--- src/rtl/pc_next_unit.sv ---
// Program-counter stage: PC register, next-PC selection and a RUN/HALT/ERROR sequencer.
// Optional performance counters are compiled in when PC_PERF_CNT_EN is defined.
module pc_next_unit #(
  parameter logic [31:0] RESET_PC = 32'h0000_0000,
  parameter logic [31:0] TRAP_PC  = 32'h0000_0080
) (
  input  logic        clk,
  input  logic        rst,
  input  logic        stall,
  input  logic        branch,
  input  logic        zero,
  input  logic        jump,
  input  logic [31:0] imm_shifted,
  input  logic [25:0] jump_index,
  input  logic        halt_req,
  input  logic        resume,
  output logic [31:0] pc,
  output logic [31:0] pc_plus4,
  output logic        taken,
  output logic        halted,
  output logic        misalign_err
`ifdef PC_PERF_CNT_EN
  ,
  output logic [31:0] instr_cnt,
  output logic [31:0] taken_cnt
`endif
);

  typedef enum logic [1:0] {
    S_RUN   = 2'd0,
    S_HALT  = 2'd1,
    S_ERROR = 2'd2
  } state_t;

  state_t      state_q, state_d;
  logic [31:0] pc_q, pc_d;
  logic        err_q, err_d;
  logic        halted_q, halted_d;

  logic [31:0] pc_plus4_w;
  logic [31:0] branch_target;
  logic [31:0] jump_target;
  logic [31:0] next_sel;

  assign pc_plus4_w    = pc_q + 32'd4;
  assign branch_target = pc_plus4_w + imm_shifted;
  assign jump_target   = {pc_plus4_w[31:28], jump_index, 2'b00};

  // Jump outranks a taken branch; only the branch path can produce a misaligned target.
  always_comb begin
    next_sel = pc_plus4_w;
    if (jump) begin
      next_sel = jump_target;
    end else if (branch && zero) begin
      next_sel = branch_target;
    end
  end

  always_comb begin
    state_d = state_q;
    pc_d    = pc_q;
    err_d   = err_q;
    unique case (state_q)
      S_RUN: begin
        if (halt_req) begin
          state_d = S_HALT;
        end else if (stall) begin
          state_d = S_RUN;
        end else if (next_sel[1:0] != 2'b00) begin
          pc_d    = TRAP_PC;
          err_d   = 1'b1;
          state_d = S_ERROR;
        end else begin
          pc_d = next_sel;
        end
      end
      S_HALT: begin
        if (resume) begin
          state_d = S_RUN;
        end
      end
      S_ERROR: begin
        pc_d  = TRAP_PC;
        err_d = 1'b1;
      end
      default: begin
        // Unused encoding: park in the trap state rather than run from an unknown PC.
        state_d = S_ERROR;
        pc_d    = TRAP_PC;
        err_d   = 1'b1;
      end
    endcase
    halted_d = (state_d != S_RUN);
  end

  always_ff @(posedge clk) begin
    if (rst) begin
      state_q  <= S_RUN;
      pc_q     <= RESET_PC;
      err_q    <= 1'b0;
      halted_q <= 1'b0;
    end else begin
      state_q  <= state_d;
      pc_q     <= pc_d;
      err_q    <= err_d;
      halted_q <= halted_d;
    end
  end

  assign pc           = pc_q;
  assign pc_plus4     = pc_plus4_w;
  assign taken        = branch & zero & ~jump;
  assign halted       = halted_q;
  assign misalign_err = err_q;

`ifdef PC_PERF_CNT_EN
  logic [31:0] instr_cnt_q;
  logic [31:0] taken_cnt_q;
  logic        pc_update;

  // A retiring update: RUN, not halting, not stalled, and not the trap load.
  assign pc_update = (state_q == S_RUN) && !halt_req && !stall && (next_sel[1:0] == 2'b00);

  always_ff @(posedge clk) begin
    if (rst) begin
      instr_cnt_q <= 32'd0;
      taken_cnt_q <= 32'd0;
    end else if (pc_update) begin
      instr_cnt_q <= instr_cnt_q + 32'd1;
      if (taken && !jump) begin
        taken_cnt_q <= taken_cnt_q + 32'd1;
      end
    end
  end

  assign instr_cnt = instr_cnt_q;
  assign taken_cnt = taken_cnt_q;
`endif

endmodule
--- config.mk ---
export PLATFORM = sky130hd
export DESIGN_NAME = pc_next_unit
export DESIGN_NICKNAME = d
export VERILOG_FILES = /design/src/rtl/pc_next_unit.sv
export SDC_FILE = /design/constraint.sdc
export NUM_CORES = 1
export LEC_CHECK = 0
export BUFFER_PORTS_ARGS = -buffer_cell sky130_fd_sc_hd__clkbuf_2
export CAP_MARGIN = 10
export CORE_ASPECT_RATIO = 1.2
export CORE_MARGIN = 3
export CORE_UTILIZATION = 28
export DETAILED_ROUTE_END_ITERATION = 7
export PLACE_DENSITY_LB_ADDON = 0.25
export SYNTH_ARGS = -nofsm -noshare
export SYNTH_HDL_FRONTEND = slang
export SYNTH_SLANG_ARGS = --single-unit
export TNS_END_PERCENT = 5
--- constraint.sdc ---
create_clock -name clk -period 8 [get_ports clk]
set_input_delay 0.4 -clock clk [delete_from_list [all_inputs] [get_ports clk]]
set_output_delay 0.4 -clock clk [all_outputs]
set_load 0.005 [all_outputs]
==> impl_metrics.env <==
export IMPL_htreeDepth=2
export IMPL_hold_viol_final=0
export IMPL_avgSynthCellArea_sq_um=7.09
export IMPL_syn_inst=579
export IMPL_grt_usage_pct=18.7
export IMPL_antenna_found_initial=0
export IMPL_min_from="jump_index[9]"
export IMPL_setup_viol=0
export IMPL_maxSlewViolCount=0
export IMPL_rows=47
export IMPL_status="finished clean"
export IMPL_wl_per_cell_um=17.8
export IMPL_place_congestion=0.930
export IMPL_worst_slack_ns=3.63
export IMPL_chipHeight_um=139
export IMPL_regArea_sq_um=721
export IMPL_fin_nets=798
export IMPL_numCtsBuffers=5
export IMPL_path_max_fanout=8
export IMPL_core_area_sq_um=14100
export IMPL_wirelength_mm=15.4
export IMPL_r2r_slack_ns=3.63
export IMPL_vias=4669
export IMPL_hold_end="pc[11]$_SDFFE_PP0P_"
export IMPL_grt_pass1_wl_mm=24.4
export IMPL_synth_distinct_cells=61
export IMPL_die_area_sq_um=16200
export IMPL_drive_above_1_share_pct=22.3
export IMPL_crit_family="compound AO/OA/AOI/OAI gates"
export IMPL_drv_cap=0
export IMPL_dpl_cell_area_sq_um=4890
export IMPL_worst_pin_slew_ns=0.999
export IMPL_slew_limit_headroom_pct=33.2
export IMPL_start_util_pct=29.2
export IMPL_synth_warning_count=0
export IMPL_peakVddDrop_uv=70.7
export IMPL_power_density_nw_per_um2=117
export IMPL_ioPinCount=133
export IMPL_slowest_delay_ns=0.55
export IMPL_post_dp_hpwl_mm=12.4
export IMPL_clockBufferDepth=2
export IMPL_die_w_um=117
export IMPL_first_pass_iters=5
export IMPL_portBuffers=132
export IMPL_holdPathStages=3
export IMPL_fin_area_sq_um=5040
export IMPL_fin_crit_sh_pct=54.6
export IMPL_r2r_cells=15
export IMPL_pre_cts_slack_ns=3.71
export IMPL_cts_hold_buffers=0
export IMPL_cp_cell_sequence="ha_1 -> nand3_1 -> nor3_1 -> nand2_1 -> xnor2_1 -> ha_1 -> and2_1 -> a221o_1 -> a31oi_1 -> a211oi_2 -> o31ai_2 -> o21ai_0 -> a31oi_1 -> xor2_1 -> a211oi_1"
export IMPL_synth_main_ff_cell="dfxtp_1"
export IMPL_synth_seq_cells=36
export IMPL_syn_nets=684
export IMPL_start_kind="flip-flop"
export IMPL_hold_ws_ns=0.371
export IMPL_layout_min_cycle_time_ns=4.37
export IMPL_critPathArrivalTime_ns=4.53
export IMPL_viasPerCell=5.40
export IMPL_cts_resized=0
export IMPL_grt_max_degree=33
export IMPL_reg2reg_from="pc[2]$_SDFFE_PP0P_"
export IMPL_fillerInstances=1531
export IMPL_final_core_util_pct=35.8
export IMPL_critPathRequiredTime_ns=8.16
export IMPL_hp_class="input port to flip-flop"
export IMPL_areaGrowthSynthToFinish_pct=22.7
export IMPL_clkSlewWorstSetupHoldPaths_ns=0.06
export IMPL_r2r_end="pc[28]$_SDFFE_PP0P_"
export IMPL_synth_seq_area_share_pct=17.6
export IMPL_achievable_frequency_mhz=229
export IMPL_multiInputGateArea_sq_um=3170
export IMPL_diodes=0
export IMPL_cts_setup_buffers=0
export IMPL_synthesis_area_sq_um=4110
export IMPL_setup_tns_ns=0
export IMPL_path_buf_inv=0
export IMPL_drc=0
export IMPL_worstSetupPathType="flip-flop to flip-flop"
export IMPL_finalClockSkew_ns=0.00915
export IMPL_drtIter0Drc=247
export IMPL_ant_nets=0
export IMPL_rsz0062_at_grt="false"
export IMPL_cp_slowest_cell="nor3_1"
export IMPL_p_leak_uw=0.00231
export IMPL_cts_tree="done"
export IMPL_clockRootBuffer="clkbuf_16"
export IMPL_insertion_delay_ns=0.29
export IMPL_async_flop_share_pct=0
export IMPL_endpoint_kind="flip-flop"
export IMPL_grt_pass1_vias=4710
export IMPL_grt_overflow=0
export IMPL_synth_edf_count=0
export IMPL_clock_sinks=36
-- sequential cells by signal, summed over array words and instances (netlist names) --
name          flops
misalign_err      1
state_q           2
pc               32
halted            1
-- worst reg2reg max path: cells and delay by family (launching register included) --
| kind | cells | cell delay (ns) |
|---|---|---|
| DFF | 1 | 0.44 |
| xor gates and xnor gates | 2 | 0.51 |
| adders and majority gates | 2 | 0.60 |
| AOI/OAI and AO/OA | 7 | 1.62 |
| and+or+nand+nor | 4 | 1.07 |
-- how the worst max path moves through the flow --
stage,start,to,slack (ns),depth (start not counted)
3_5_place_dp,pc[2]$_SDFFE_PP0P_,pc[28]$_SDFFE_PP0P_,3.71,15
6_report,pc[2]$_SDFFE_PP0P_,pc[28]$_SDFFE_PP0P_,3.63,15
5_1_grt,pc[2]$_SDFFE_PP0P_,pc[30]$_SDFFE_PP0P_,3.37,15
4_1_cts,pc[2]$_SDFFE_PP0P_,pc[28]$_SDFFE_PP0P_,3.67,15
3_3_place_gp,pc[2]$_SDFFE_PP0P_,pc[28]$_SDFFE_PP0P_,3.83,15
2_1_floorplan,pc[2]$_SDFFE_PP0P_,pc[30]$_SDFFE_PP0P_,4.37,16
-- cells in the final DEF (no fill, tap or decap), types with 2 or more instances in the layout --
cell type / netlist / layout
or2_2: 2 / 2
a211oi_1: 11 / 11
clkbuf_16: 0 / 5
a221oi_1: 2 / 2
or3_1: 4 / 4
nand3_1: 23 / 23
o31ai_1: 6 / 6
a21o_1: 10 / 10
clkinvlp_4: 0 / 2
o21ai_0: 55 / 55
nor3_1: 18 / 18
nand2_1: 63 / 63
a22oi_1: 2 / 2
inv_1: 25 / 25
o211ai_1: 11 / 11
xor2_1: 21 / 21
dfxtp_1: 36 / 36
o311ai_0: 3 / 3
mux2i_1: 5 / 5
buf_4: 2 / 3
nor2_1: 51 / 51
a22o_1: 3 / 3
o21ai_1: 2 / 2
and3_1: 6 / 6
clkbuf_2: 0 / 132
o41ai_1: 2 / 2
nand2b_1: 7 / 7
and2_1: 6 / 6
xnor2_1: 29 / 29
nor2b_1: 3 / 3
nand4_1: 11 / 11
a31oi_1: 6 / 6
a32oi_1: 3 / 3
a211o_1: 4 / 4
and4_1: 3 / 3
o21a_1: 3 / 3
ha_1: 38 / 38
a211oi_2: 2 / 2
a21oi_1: 52 / 52
-- stage by stage --
step	power, uW	instances
after floorplan	320	579
after global routing	625	865
after CTS	595	865
final	592	865
after detailed placement	387	857
after global placement	387	857
-- area by class of cell --
type,count,area share [%]
multi-input combinational,489,63.0
clock buffer,5,2.48
inverter,26,1.94
sequential,36,14.3
timing repair buffer,135,13.6
clock inverter,3,0.472
tap,171,4.25
-- report_power, final --
| group | leakage [uW] | internal, uW | switching (uW) | total (uW) |
|---|---|---|---|---|
| logic | 0.00195 | 75.4 | 111 | 187 |
| clock network | 0.0000660 | 116 | 91.0 | 207 |
| registers | 0.000293 | 186 | 11.7 | 198 |
-- synthesized netlist by cell type, types with 2 or more instances --
cell / count / area share (%)
a21o_1: 10 / 1.8
mux2i_1: 5 / 1.2
or3_1: 4 / 0.61
o41ai_1: 2 / 0.43
a211oi_2: 2 / 0.61
and3_1: 6 / 0.91
a21oi_1: 52 / 6.3
a211oi_1: 11 / 2.0
nand4_1: 11 / 1.7
o21ai_1: 2 / 0.24
o31ai_1: 6 / 1.1
dfxtp_1: 36 / 18
a211o_1: 4 / 0.85
clkbuf_1: 25 / 2.3
o211ai_1: 11 / 2.0
nor2_1: 51 / 4.7
inv_1: 25 / 2.3
a221oi_1: 2 / 0.43
nand2_1: 63 / 5.8
nor3_1: 18 / 2.2
a22oi_1: 2 / 0.37
o21ai_0: 55 / 6.7
xnor2_1: 29 / 6.2
nand2b_1: 7 / 1.1
or2_2: 2 / 0.30
a22o_1: 3 / 0.64
nand3_1: 23 / 2.8
buf_4: 2 / 0.37
and2_1: 6 / 0.91
o21a_1: 3 / 0.55
a32oi_1: 3 / 0.64
xor2_1: 21 / 4.5
nor2b_1: 3 / 0.46
a31oi_1: 6 / 0.91
ha_1: 38 / 12
o311ai_0: 3 / 0.64
and4_1: 3 / 0.64
-- logic make-up (layout without fill, tap and decap cells) --
| logic type | count (synthesis) | in the layout | share of synthesized area, % |
|---|---|---|---|
| and+or+nand+nor | 204 | 204 | 23.7 |
| AOI/OAI and AO/OA | 191 | 191 | 29.7 |
| buffers and inverters | 54 | 169 | 5.15 |
| xor gates and xnor gates | 50 | 50 | 10.7 |
| adders and majority gates | 39 | 39 | 12.1 |
| DFF | 36 | 36 | 17.6 |
| muxes | 5 | 5 | 1.22 |
-- routing by layer --
metal	part of all wire [%]	global-route usage, %
met3	5.8	2.62
met4	2.5	5.80
met2	49	32.5
met5	0	0
met1	43	23.4
Power figures use the tool's default switching activity.
